[src/rtl/axi_burst_reader.sv]
// AXI4 read initiator: splits a (start address, beat count) command into INCR bursts, capped at MAX_BURST and never crossing 4 KB.
// Data passes straight from R to the out port with no buffering; out_ready drives rready directly, and only one burst is outstanding at a time.
module axi_burst_reader #(
    parameter int DATA_WIDTH = 64,
    parameter int ADDR_WIDTH = 64,
    parameter int ID_WIDTH   = 4,
    parameter int AXI_ID     = 0,
    parameter int MAX_BURST  = 16
) (
    input  logic                  clk,
    input  logic                  rst_n,
    input  logic                  cmd_valid,
    output logic                  cmd_ready,
    input  logic [ADDR_WIDTH-1:0] cmd_addr,
    input  logic [15:0]           cmd_beats,
    output logic [DATA_WIDTH-1:0] out_data,
    output logic                  out_valid,
    input  logic                  out_ready,
    output logic                  out_last,
    output logic                  done,
    output logic                  err,
    output logic [ID_WIDTH-1:0]   m_axi_arid,
    output logic [ADDR_WIDTH-1:0] m_axi_araddr,
    output logic [7:0]            m_axi_arlen,
    output logic [2:0]            m_axi_arsize,
    output logic [1:0]            m_axi_arburst,
    output logic                  m_axi_arlock,
    output logic [3:0]            m_axi_arcache,
    output logic [2:0]            m_axi_arprot,
    output logic                  m_axi_arvalid,
    input  logic                  m_axi_arready,
    input  logic [ID_WIDTH-1:0]   m_axi_rid,
    input  logic [DATA_WIDTH-1:0] m_axi_rdata,
    input  logic [1:0]            m_axi_rresp,
    input  logic                  m_axi_rlast,
    input  logic                  m_axi_rvalid,
    output logic                  m_axi_rready
);

    localparam int BYTES = DATA_WIDTH / 8;
    localparam int SIZE  = $clog2(BYTES);
    localparam logic [ADDR_WIDTH-1:0] ALIGN_MASK = ~ADDR_WIDTH'(BYTES - 1);

    typedef enum logic [1:0] {S_IDLE, S_AR, S_R, S_DONE} state_t;

    state_t                  state_q, state_d;
    logic [ADDR_WIDTH-1:0]   addr_q, addr_d;
    logic [15:0]             remaining_q, remaining_d;
    logic [7:0]              beat_cnt_q, beat_cnt_d;
    logic [7:0]              arlen_q, arlen_d;
    logic                    arvalid_q, arvalid_d;
    logic                    err_q, err_d;

    logic                    r_hs;
    logic                    burst_end;
    logic [ADDR_WIDTH-1:0]   burst_bytes;

    // Beats allowed from this address: remaining work, burst cap, and room left in the 4 KB page.
    function automatic logic [8:0] burst_beats(input logic [11:0] page_off, input logic [15:0] rem);
        logic [12:0] page_left;
        logic [15:0] beats;
        page_left = 13'h1000 - {1'b0, page_off};
        beats     = 16'(page_left >> SIZE);
        if (beats > 16'(MAX_BURST)) beats = 16'(MAX_BURST);
        if (rem < beats) beats = rem;
        return 9'(beats);
    endfunction

    assign m_axi_arid    = ID_WIDTH'(AXI_ID);
    assign m_axi_araddr  = addr_q;
    assign m_axi_arlen   = arlen_q;
    assign m_axi_arsize  = 3'(SIZE);
    assign m_axi_arburst = 2'b01;
    assign m_axi_arlock  = 1'b0;
    assign m_axi_arcache = 4'b0011;
    assign m_axi_arprot  = 3'b000;
    assign m_axi_arvalid = arvalid_q;

    assign cmd_ready    = (state_q == S_IDLE);
    assign done         = (state_q == S_DONE);
    assign err          = err_q;
    assign out_data     = m_axi_rdata;
    assign out_valid    = (state_q == S_R) && m_axi_rvalid;
    assign m_axi_rready = (state_q == S_R) && out_ready;
    assign out_last     = out_valid && (remaining_q == 16'd1);

    assign r_hs        = (state_q == S_R) && m_axi_rvalid && out_ready;
    assign burst_end   = (beat_cnt_q == arlen_q);
    assign burst_bytes = ADDR_WIDTH'({1'b0, arlen_q} + 9'd1) << SIZE;

    always_comb begin
        state_d     = state_q;
        addr_d      = addr_q;
        remaining_d = remaining_q;
        beat_cnt_d  = beat_cnt_q;
        arlen_d     = arlen_q;
        arvalid_d   = arvalid_q;
        err_d       = err_q;
        case (state_q)
            S_IDLE: begin
                if (cmd_valid) begin
                    addr_d      = cmd_addr & ALIGN_MASK;
                    remaining_d = cmd_beats;
                    err_d       = 1'b0;
                    if (cmd_beats == 16'd0) begin
                        state_d = S_DONE;
                    end else begin
                        state_d   = S_AR;
                        arvalid_d = 1'b1;
                        arlen_d   = 8'(burst_beats(addr_d[11:0], remaining_d) - 9'd1);
                    end
                end
            end
            S_AR: begin
                if (m_axi_arready) begin
                    arvalid_d  = 1'b0;
                    beat_cnt_d = 8'd0;
                    state_d    = S_R;
                end
            end
            S_R: begin
                if (r_hs) begin
                    remaining_d = remaining_q - 16'd1;
                    beat_cnt_d  = beat_cnt_q + 8'd1;
                    if (m_axi_rresp[1] || (m_axi_rid != ID_WIDTH'(AXI_ID)) || (m_axi_rlast != burst_end))
                        err_d = 1'b1;
                    // Burst length is ours; rlast is only checked, never trusted.
                    if (burst_end) begin
                        if (remaining_q == 16'd1) begin
                            state_d = S_DONE;
                        end else begin
                            addr_d    = addr_q + burst_bytes;
                            state_d   = S_AR;
                            arvalid_d = 1'b1;
                            arlen_d   = 8'(burst_beats(addr_d[11:0], remaining_d) - 9'd1);
                        end
                    end
                end
            end
            default: state_d = S_IDLE;
        endcase
    end

    always_ff @(posedge clk) begin
        if (!rst_n) begin
            state_q     <= S_IDLE;
            addr_q      <= '0;
            remaining_q <= '0;
            beat_cnt_q  <= '0;
            arlen_q     <= '0;
            arvalid_q   <= 1'b0;
            err_q       <= 1'b0;
        end else begin
            state_q     <= state_d;
            addr_q      <= addr_d;
            remaining_q <= remaining_d;
            beat_cnt_q  <= beat_cnt_d;
            arlen_q     <= arlen_d;
            arvalid_q   <= arvalid_d;
            err_q       <= err_d;
        end
    end

endmodule
[config.mk]
export PLATFORM = sky130hd
export DESIGN_NAME = axi_burst_reader
export DESIGN_NICKNAME = d
export VERILOG_FILES = /design/src/rtl/axi_burst_reader.sv
export SDC_FILE = /design/constraint.sdc
export NUM_CORES = 1
export LEC_CHECK = 0
export CAP_MARGIN = 0
export CORE_UTILIZATION = 35
export CTS_CLUSTER_DIAMETER = 100
export CTS_CLUSTER_SIZE = 16
export DETAILED_ROUTE_END_ITERATION = 10
export PLACE_DENSITY = 0.66
export RECOVER_POWER = 100
export SLEW_MARGIN = 40
export SYNTH_ARGS = -nofsm -noshare
export SYNTH_HDL_FRONTEND = slang
export SYNTH_SLANG_ARGS = --single-unit
[constraint.sdc]
create_clock -name clk -period 8.2 [get_ports clk]
set_input_delay 1.64 -clock clk [delete_from_list [all_inputs] [get_ports clk]]
set_output_delay 1.64 -clock clk [all_outputs]
set_load 0.05 [all_outputs]
==> impl_metrics.toml, run 1 <==
[timing]
finalSetupTns_ps = 0
slew_viol_final = 157
final.setup.worst_slack_ps = 1790
final.setup_skew_ps = 14.3
worst_pin_slew_ps = 3330
period_minus_slack_ps = 6410
hold_viol = 0
slew_headroom_pct = -122
maxClockFrequency_mhz = 156
whs_ps = 515
setup_viol = 0
fin_crit_sh_pct = 78.2
rsz0062_at_grt = "false"

[critical_path]
path_max_fanout = 63
crit_type = "input port to flip-flop"
cp.arrival_ps = 6530
r2r_slack_ps = 2240
setup.worst_path.end_class = "flip-flop"
critical_path_required_ps = 8320
r2r_cells = 23
rr_startpoint = "m_axi_arlen[0]"
start_kind = "input port"
setup.worst_path.start = "cmd_valid"
r2r-end = "m_axi_arlen[6]"

[yosys]
ys.flop_type = "dfxtp_1"
yosys.area_share.simple_pct = 25.9
synth_compound_gate_area_share_pct = 27.3
synth-xor-area-share_pct = 4.26
yosysSeqAreaShare_pct = 23.6
ys_types = 91
synthAdderAreaFrac_pct = 5.73
yosysWarnings = 0
synth-seq-cells = 97
synth_area_per_cell_um2 = 7.37
async_reset_ff_share_pct = 0
synthMuxAreaShare_pct = 1.04
synth_top_family_by_area = "compound AO/OA/AOI/OAI gates"
synthesis.area_um2 = 8220
synthCells = 1115
synth_edf_count = 0

[die]
die_x_um = 155
die_area_um2 = 24100
dieHeight_um = 155
core_area_um2 = 22800
io_pins = 317
start_util_pct = 36.0
num_rows = 55

[cts]
htree_levels = 3
holdBufCountCts = 0
clk_path_buf_depth = 2
clkTransAtPathRegs_ps = 70
cts-resized-gates = 0
clock_tree.root_cell = "clkbuf_16"
cts_tree = "built"
cts_buffers = 9
cts_sinks = 97
clk_latency_ps = 360
cts_setup_buffers = 0

[power]
pwr-share-comb_pct = 56.9
power_leakage_nw = 3.80
ir_worst_vdd_mv = 0.109
p_switching_mw = 1.33
power_frac_seq_pct = 26.8
power.share.clock_pct = 16.3
internal_power_mw = 1.31
power_per_cell_area_nw_per_um2 = 268
swShare_pct = 50.4

[drt]
wl_per_cell_um = 17.2
wl_um = 25700
vias_per_cell = 5.59
via_count = 8350
final_antenna_net_count = 0
route.detailed.drc = 0
firstDrtPassIters = 6
drt_iter0_drc = 570

[layout]
syn_to_final_growth_pct = 19.5
drive_above_1_share_pct = 6.60
layout.cells.non_filler = 1494
design_area_um2 = 9820
diodes = 0
nFillCells = 2381
nNetsFinal = 1370

[global_route]
grt_pass1_wl_um = 40900
grt_overflow_total = 0
track_usage_pct = 21.1
grt_pass1_vias = 7667
grt_max_degree = 92
antenna_found_initial = 0

[place]
gp_congestion = 0.878
port-buffer-count = 164
place_ws_ps = 1780
dp_cells = 1478
dpl_cell_area_um2 = 9540
dp_hpwl_um = 18500

[worst_hold_path]
holdPathEnd = "remaining_q[14]"
hp-class = "flip-flop to flip-flop"
min_from = "remaining_q[14]"
min_path_cells = 2

[flow_run]
cap_viol_max_count = 3

[outcome]
status = "finished, violations left"
violations = "max-capacitance violations, max-slew violations"
[cell type report]
type                    count  area [um2]  area share, %
clock buffers               9         225           2.29
clock inverters             7        60.1          0.612
inverters                  21        78.8          0.803
multi-input cells         875        5430           55.2
flip-flops and latches     97        1940           19.8
well taps                 313         392           3.99
repair buffers            172        1700           17.3
[power groups by stage]
| stage | Clock, mW | Sequential (mW) | Combinational [mW] |
|---|---|---|---|
| finish | 0.429 | 0.704 | 1.50 |
| global route | 0.456 | 0.724 | 1.63 |
| CTS | 0.438 | 0.707 | 1.51 |
| detailed placement | 0 | 0.717 | 1.51 |
| global placement | 0 | 0.714 | 1.49 |
| floorplan | 0 | 0.939 | 0.940 |
[kinds of logic after synthesis]
family | after synthesis
and+or+nand+nor | 438
AOI/OAI and AO/OA | 322
buffers and inverters | 171
DFF | 97
xor gates and xnor gates | 40
adders and majority gates | 37
muxes | 8
other | 2
[worst max-delay path by stage]
stage,endpoint,slack (ps),cells past startpoint
after floorplan,m_axi_arlen[5],2660,21
after global placement,m_axi_arlen[6],1840,22
after detailed placement,m_axi_arlen[6],1780,22
after CTS,m_axi_arlen[6],2160,22
after global routing,m_axi_araddr[4],1440,9
final,m_axi_araddr[39],1790,9
[cell usage after synthesis (5+ instances only)]
library cell / number / area [um2]
nor2_1: 151 / 567
nand2_1: 108 / 405
dfxtp_1: 97 / 1940
a21oi_1: 86 / 430
buf_4: 86 / 646
clkbuf_1: 58 / 218
o21ai_0: 53 / 265
nand3_1: 41 / 205
ha_1: 36 / 450
a211oi_1: 26 / 195
nor3_1: 26 / 130
nand4_1: 22 / 138
xnor2_1: 22 / 193
inv_1: 20 / 75.1
o221a_2: 18 / 203
xor2_1: 18 / 158
a31oi_1: 17 / 106
and3_1: 15 / 93.8
a22oi_1: 14 / 105
o22ai_1: 13 / 81.3
o31ai_1: 11 / 82.6
nor2b_1: 9 / 56.3
a41oi_1: 8 / 70.1
o211ai_1: 8 / 60.1
and2_1: 7 / 43.8
nor4_1: 7 / 43.8
or2_2: 7 / 43.8
a311oi_1: 6 / 52.6
mux2i_1: 6 / 60.1
a21o_1: 5 / 37.5
or4_1: 5 / 37.5
[stage by stage]
stage,utilization [%],total power [mW]
2_1_floorplan,-,1.88
3_3_place_gp,41.7,2.20
3_5_place_dp,41.8,2.22
4_1_cts,43.0,2.66
5_1_grt,43.0,2.81
6_report,43.0,2.63
[sequential cells by signal (all words and copies together) (netlist names)]
signal,flops
beat_cnt_q,8
m_axi_araddr,61
remaining_q,16
m_axi_arlen,8
m_axi_arvalid,1
err,1
state_q,2
[cells in the final DEF (no fill, tap or decap), types with 6 or more instances in the layout]
master and n:
a211oi_1 26, a21oi_1 86, a22oi_1 14, a311oi_1 6
a31oi_1 17, a41oi_1 8, and3_1 15, clkbuf_16 9
clkdlybuf4s50_1 85, conb_1 30, dfxtp_1 97, dlygate4sd3_1 79
ha_1 36, inv_1 19, mux2i_1 6, nand2_1 107
nand3_1 41, nand4_1 22, nor2_1 151, nor2b_1 7
nor3_1 25, nor4_1 6, o211ai_1 8, o21ai_0 53
o221a_2 18, o22ai_1 13, o31ai_1 11, or2_2 6
xnor2_1 22, xor2_1 18
[worst max-delay path, cell delays in order]
cell and delay [ps]:
dlygate4sd3_1 590, nor2b_1 150, a31oi_1 190, or2_0 840, nor2_1 260, nand2b_2 130, clkbuf_1 2250, o22a_1 420
nor2_1 40
[per-layer routing]
layer | GRT usage (%) | wire, um
met4 | 7.70 | 613
met1 | 29.0 | 12000
met2 | 33.7 | 11700
met3 | 2.76 | 1420
met5 | 0 | 0
Note: power is estimated with default switching activity, not from simulation.
==> run 2, diff against run 1 <==
- clock period: 8.2 -> 6.12 ns (I/O delays scaled with it)
==> impl_metrics.toml, run 2 (synthesized netlist as in run 1, its figures left out) <==
[outcome]
status = "finished, violations left"
violations = "max-capacitance violations, max-slew violations"

[drt]
wl_per_cell_um = 17.2
final_antenna_net_count = 0
route.detailed.drc = 0
drt_iter0_drc = 619
firstDrtPassIters = 5
via_count = 8373
vias_per_cell = 5.57
wl_um = 25800

[global_route]
grt_pass1_vias = 7670
grt_max_degree = 108
track_usage_pct = 21.4
antenna_found_initial = 1
grt_pass1_wl_um = 41300
grt_overflow_total = 0

[power]
power_per_cell_area_nw_per_um2 = 364
ir_worst_vdd_mv = 0.231
power_leakage_nw = 3.88

[critical_path]
start_kind = "flip-flop"
r2r-end = "m_axi_arlen[5]"
rr_startpoint = "m_axi_arlen[0]"
r2r_slack_ps = 380
path_max_fanout = 8
r2r_cells = 23
crit_type = "flip-flop to flip-flop"
cp.arrival_ps = 5980
setup.worst_path.end_class = "flip-flop"
critical_path_required_ps = 6360

[timing]
final.setup.worst_slack_ps = 380
worst_pin_slew_ps = 3270
fin_crit_sh_pct = 93.8
period_minus_slack_ps = 5740
maxClockFrequency_mhz = 174
slew_headroom_pct = -118
setup_viol = 0
slew_viol_final = 96
hold_viol = 0
final.setup_skew_ps = 9.94

[layout]
nFillCells = 2365
mostFrequentLayoutCell = "nor2_1"
largest_reg_flops = 61
final_cell_mix = "nor2_1 (151), nand2_1 (107), dfxtp_1 (96)"
syn_to_final_growth_pct = 20.8
nNetsFinal = 1378
drive_above_1_share_pct = 7.15
fin_util_pct = 43.4

[die]
die_area_um2 = 24100
num_rows = 55
io_pins = 317
core_area_um2 = 22800
start_util_pct = 36.0
dieHeight_um = 155
die_x_um = 155

[worst_hold_path]
min_from = "remaining_q[14]"
min_path_cells = 2
hp-class = "flip-flop to flip-flop"
holdPathEnd = "remaining_q[14]"

[place]
gp_congestion = 0.861
place_ws_ps = 90.2
dp_hpwl_um = 18500
port-buffer-count = 164

[cts]
cts_setup_buffers = 0
clk_latency_ps = 350
clock_tree.root_cell = "clkbuf_16"
clk_path_buf_depth = 2
cts_buffers = 9
clkTransAtPathRegs_ps = 80
htree_levels = 3
cts_sinks = 97
cts_tree = "built"

[flow_run]
cap_viol_max_count = 2
run 2: how the worst max path moves through the flow:
stage,startpoint,endpoint,slack [ps],cells past startpoint
5_1_grt,m_axi_arlen[0],m_axi_arlen[6],-40,25
6_report,m_axi_arlen[0],m_axi_arlen[5],380,23
4_1_cts,m_axi_arlen[1],m_axi_arlen[6],240,23
2_1_floorplan,m_axi_arlen[0],m_axi_arlen[5],580,21
3_5_place_dp,cmd_addr[3],m_axi_arlen[6],90,22
3_3_place_gp,cmd_addr[3],m_axi_arlen[6],180,22
run 2: through the flow:
step | power, mW | hold slack [ps] | setup TNS (ps) | instance area (um2) | cells
after floorplan | 2.52 | 469 | 0 | 8320 | 1143
after global placement | 2.97 | 501 | 0 | 9580 | 1485
after detailed placement | 3.00 | 508 | 0 | 9600 | 1485
after CTS | 3.66 | 524 | 0 | 9920 | 1501
after global routing | 3.86 | 546 | -44.2 | 9920 | 1503
final | 3.61 | 519 | 0 | 9920 | 1503
run 2: critical path: stages (launching register included):
cell and delay, ps:
dfxtp_1 370, buf_4 180, inv_1 50, ha_1 170
inv_1 60, fa_1 400, and2b_1 230, o21a_2 160
xor2_1 240, o22ai_1 130, a221oi_1 870, nor3_4 120
nand2_1 110, ha_1 260, a21oi_1 190, a21oi_1 90
o211ai_1 190, nand4_1 370, a21boi_0 320, a311o_1 170
nand3_1 160, o211a_2 260, nor4b_1 160, or3_1 360
run 2: metal layers:
metal	global-route usage [%]	wire length, um	up-vias
met2	33.4	11900	252
met3	2.90	1150	39
li1	-	-	4113
met4	7.14	522	0
met5	0	0	-
met1	30.3	12300	3969
run 2: where the power goes:
group          switching [mW]  leakage, nW  internal [mW]
clock network           0.279        0.161          0.364
registers               0.177        0.799          0.763
logic                    1.32         2.92          0.706
total                    1.78         3.88           1.83
run 2: layout make-up:
type                    instances  area (um2)  area share (%)
well taps                     313         392            3.95
inverters                      21        78.8           0.794
repair buffers                180        1750            17.7
flip-flops and latches         97        1940            19.6
clock inverters                 7         100            1.01
multi-input cells             875        5430            54.7
clock buffers                   9         225            2.27
diodes                          1        2.50          0.0252
run 2: what timing repair did:
item                       4_1_cts  5_1_grt
resized for setup                0        6
setup endpoints to repair        0        4
hold buffers                     0        0
==> run 3, diff against run 2 <==
- clock period: 6.12 -> 6.8 ns (I/O delays scaled with it)
==> impl_metrics.toml, run 3 (synthesized netlist as in run 1, its figures left out) <==
[worst_hold_path]
hp-class = "flip-flop to flip-flop"

[layout]
nNetsFinal = 1371
final_cell_mix = "nor2_1 (151), nand2_1 (108), dfxtp_1 (97)"
syn_to_final_growth_pct = 19.5
mostFrequentLayoutCell = "nor2_1"
nFillCells = 2390
drive_above_1_share_pct = 6.26
diodes = 0
largest_reg_flops = 61

[critical_path]
critPathMaxStageDelay_ps = 580
slowest_stage = "or4_1"
crit_buf_inv = 0
setup.worst_path.end_class = "flip-flop"
critical_path_required_ps = 7040
start_kind = "flip-flop"
path_max_fanout = 7
crit_type = "flip-flop to flip-flop"
cp.arrival_ps = 6290
crit_top_cell = "nand2_1"
critical_path.top_delay_family = "simple AND/OR/NAND/NOR gates"
worstPathCellList = "and3_1 > nand3_1 > or2_2 > xnor2_1 > ha_1 > nand2_1 > nand2_1 > o311a_4 > nor4_4 > nand3_2 > nor3_1 > nand2_1 > ha_1 > or4_1 > a211oi_1 > nand4_1 > or4_1 > a31o_4 > o21ai_0 > nor4b_1 > or3_1"

[global_route]
grt_use_met3_pct = 3.57
grt_max_degree = 99
grt_pass1_vias = 7697
grt_pass1_wl_um = 40800
grt_overflow_total = 0
grt_util_met2_pct = 33.7
top_usage_layer = "met2"
track_usage_pct = 21.1
antenna_found_initial = 0
gr-usage-met1_pct = 28.8

[cts]
clk_latency_ps = 360
clk_path_buf_depth = 2
cts_buffers = 9
htree_levels = 3
clkTransAtPathRegs_ps = 70
cts-resized-gates = 0
cts_setup_buffers = 0
holdBufCountCts = 0
cts_sinks = 97
clock_tree.root_cell = "clkbuf_16"
cts_tree = "built"

[timing]
worst_pin_slew_ps = 4130
hold_viol = 0
slew_viol_final = 154
period_minus_slack_ps = 6050
finalSetupTns_ps = 0
final.setup.worst_slack_ps = 747
setup_viol = 0
final.setup_skew_ps = 12.8
maxClockFrequency_mhz = 165
slew_headroom_pct = -175
fin_crit_sh_pct = 89.0
rsz0062_at_grt = "false"

[drt]
firstDrtPassIters = 5
via_count = 8337
drt_iter0_drc = 571
vias_per_cell = 5.58
wl_per_cell_um = 17.1
final_antenna_net_count = 0
route.detailed.drc = 0
wl_um = 25600

[die]
start_util_pct = 36.0
die_x_um = 155
core_area_um2 = 22800
io_pins = 317
die_area_um2 = 24100
dieHeight_um = 155
num_rows = 55

[power]
power_leakage_nw = 3.80
ir_worst_vdd_mv = 0.128
power_per_cell_area_nw_per_um2 = 326

[flow_run]
cap_viol_max_count = 3

[place]
port-buffer-count = 164
dp_hpwl_um = 18900
place_ws_ps = 668
gp_congestion = 0.862

[outcome]
violations = "max-capacitance violations, max-slew violations"
status = "finished, violations left"
run 3: path summary, 6_finish.rpt:
check	startpoint	endpoint	slack, ps	depth (start not counted)
hold reg to reg	remaining_q[14]	remaining_q[14]	520	2
setup / recovery	m_axi_arlen[0]	m_axi_arlen[5]	750	21
hold / removal	remaining_q[14]	remaining_q[14]	520	2
setup reg to reg	m_axi_arlen[0]	m_axi_arlen[5]	750	21
run 3: per-stage QoR:
step	cells	instance area (um2)	hold slack [ps]	utilization, %	total power, mW
finish	1495	9820	520	43.0	3.20
global route	1495	9820	555	43.0	3.41
CTS	1495	9860	522	43.2	3.24
detailed placement	1479	9550	509	41.8	2.68
global placement	1479	9540	500	41.7	2.65
floorplan	1143	8320	469	-	2.27
run 3: area by class of cell:
cell class	instances	area [um2]	area share [%]
Clock buffer	10	239	2.43
Clock inverter	6	73.8	0.752
Inverter	21	78.8	0.803
Multi-Input combinational cell	875	5400	55.0
Sequential cell	97	1940	19.8
Tap cell	313	392	3.99
Timing Repair Buffer	173	1690	17.3
run 3: worst min-delay path, cell delays in order, from the launching register on:
cell,delay [ps]
dfxtp_1,350
nand2_1,70
a21oi_1,50
run 3: routing by layer:
metal	routed length, um	vias to the layer above
met5	0	-
met4	586	0
met3	1450	41
met2	11700	267
met1	11900	3951
li1	-	4078
run 3: report_power, final:
group,internal [mW],switching [mW]
registers,0.686,0.164
clock network,0.301,0.255
logic,0.629,1.16
total,1.62,1.58
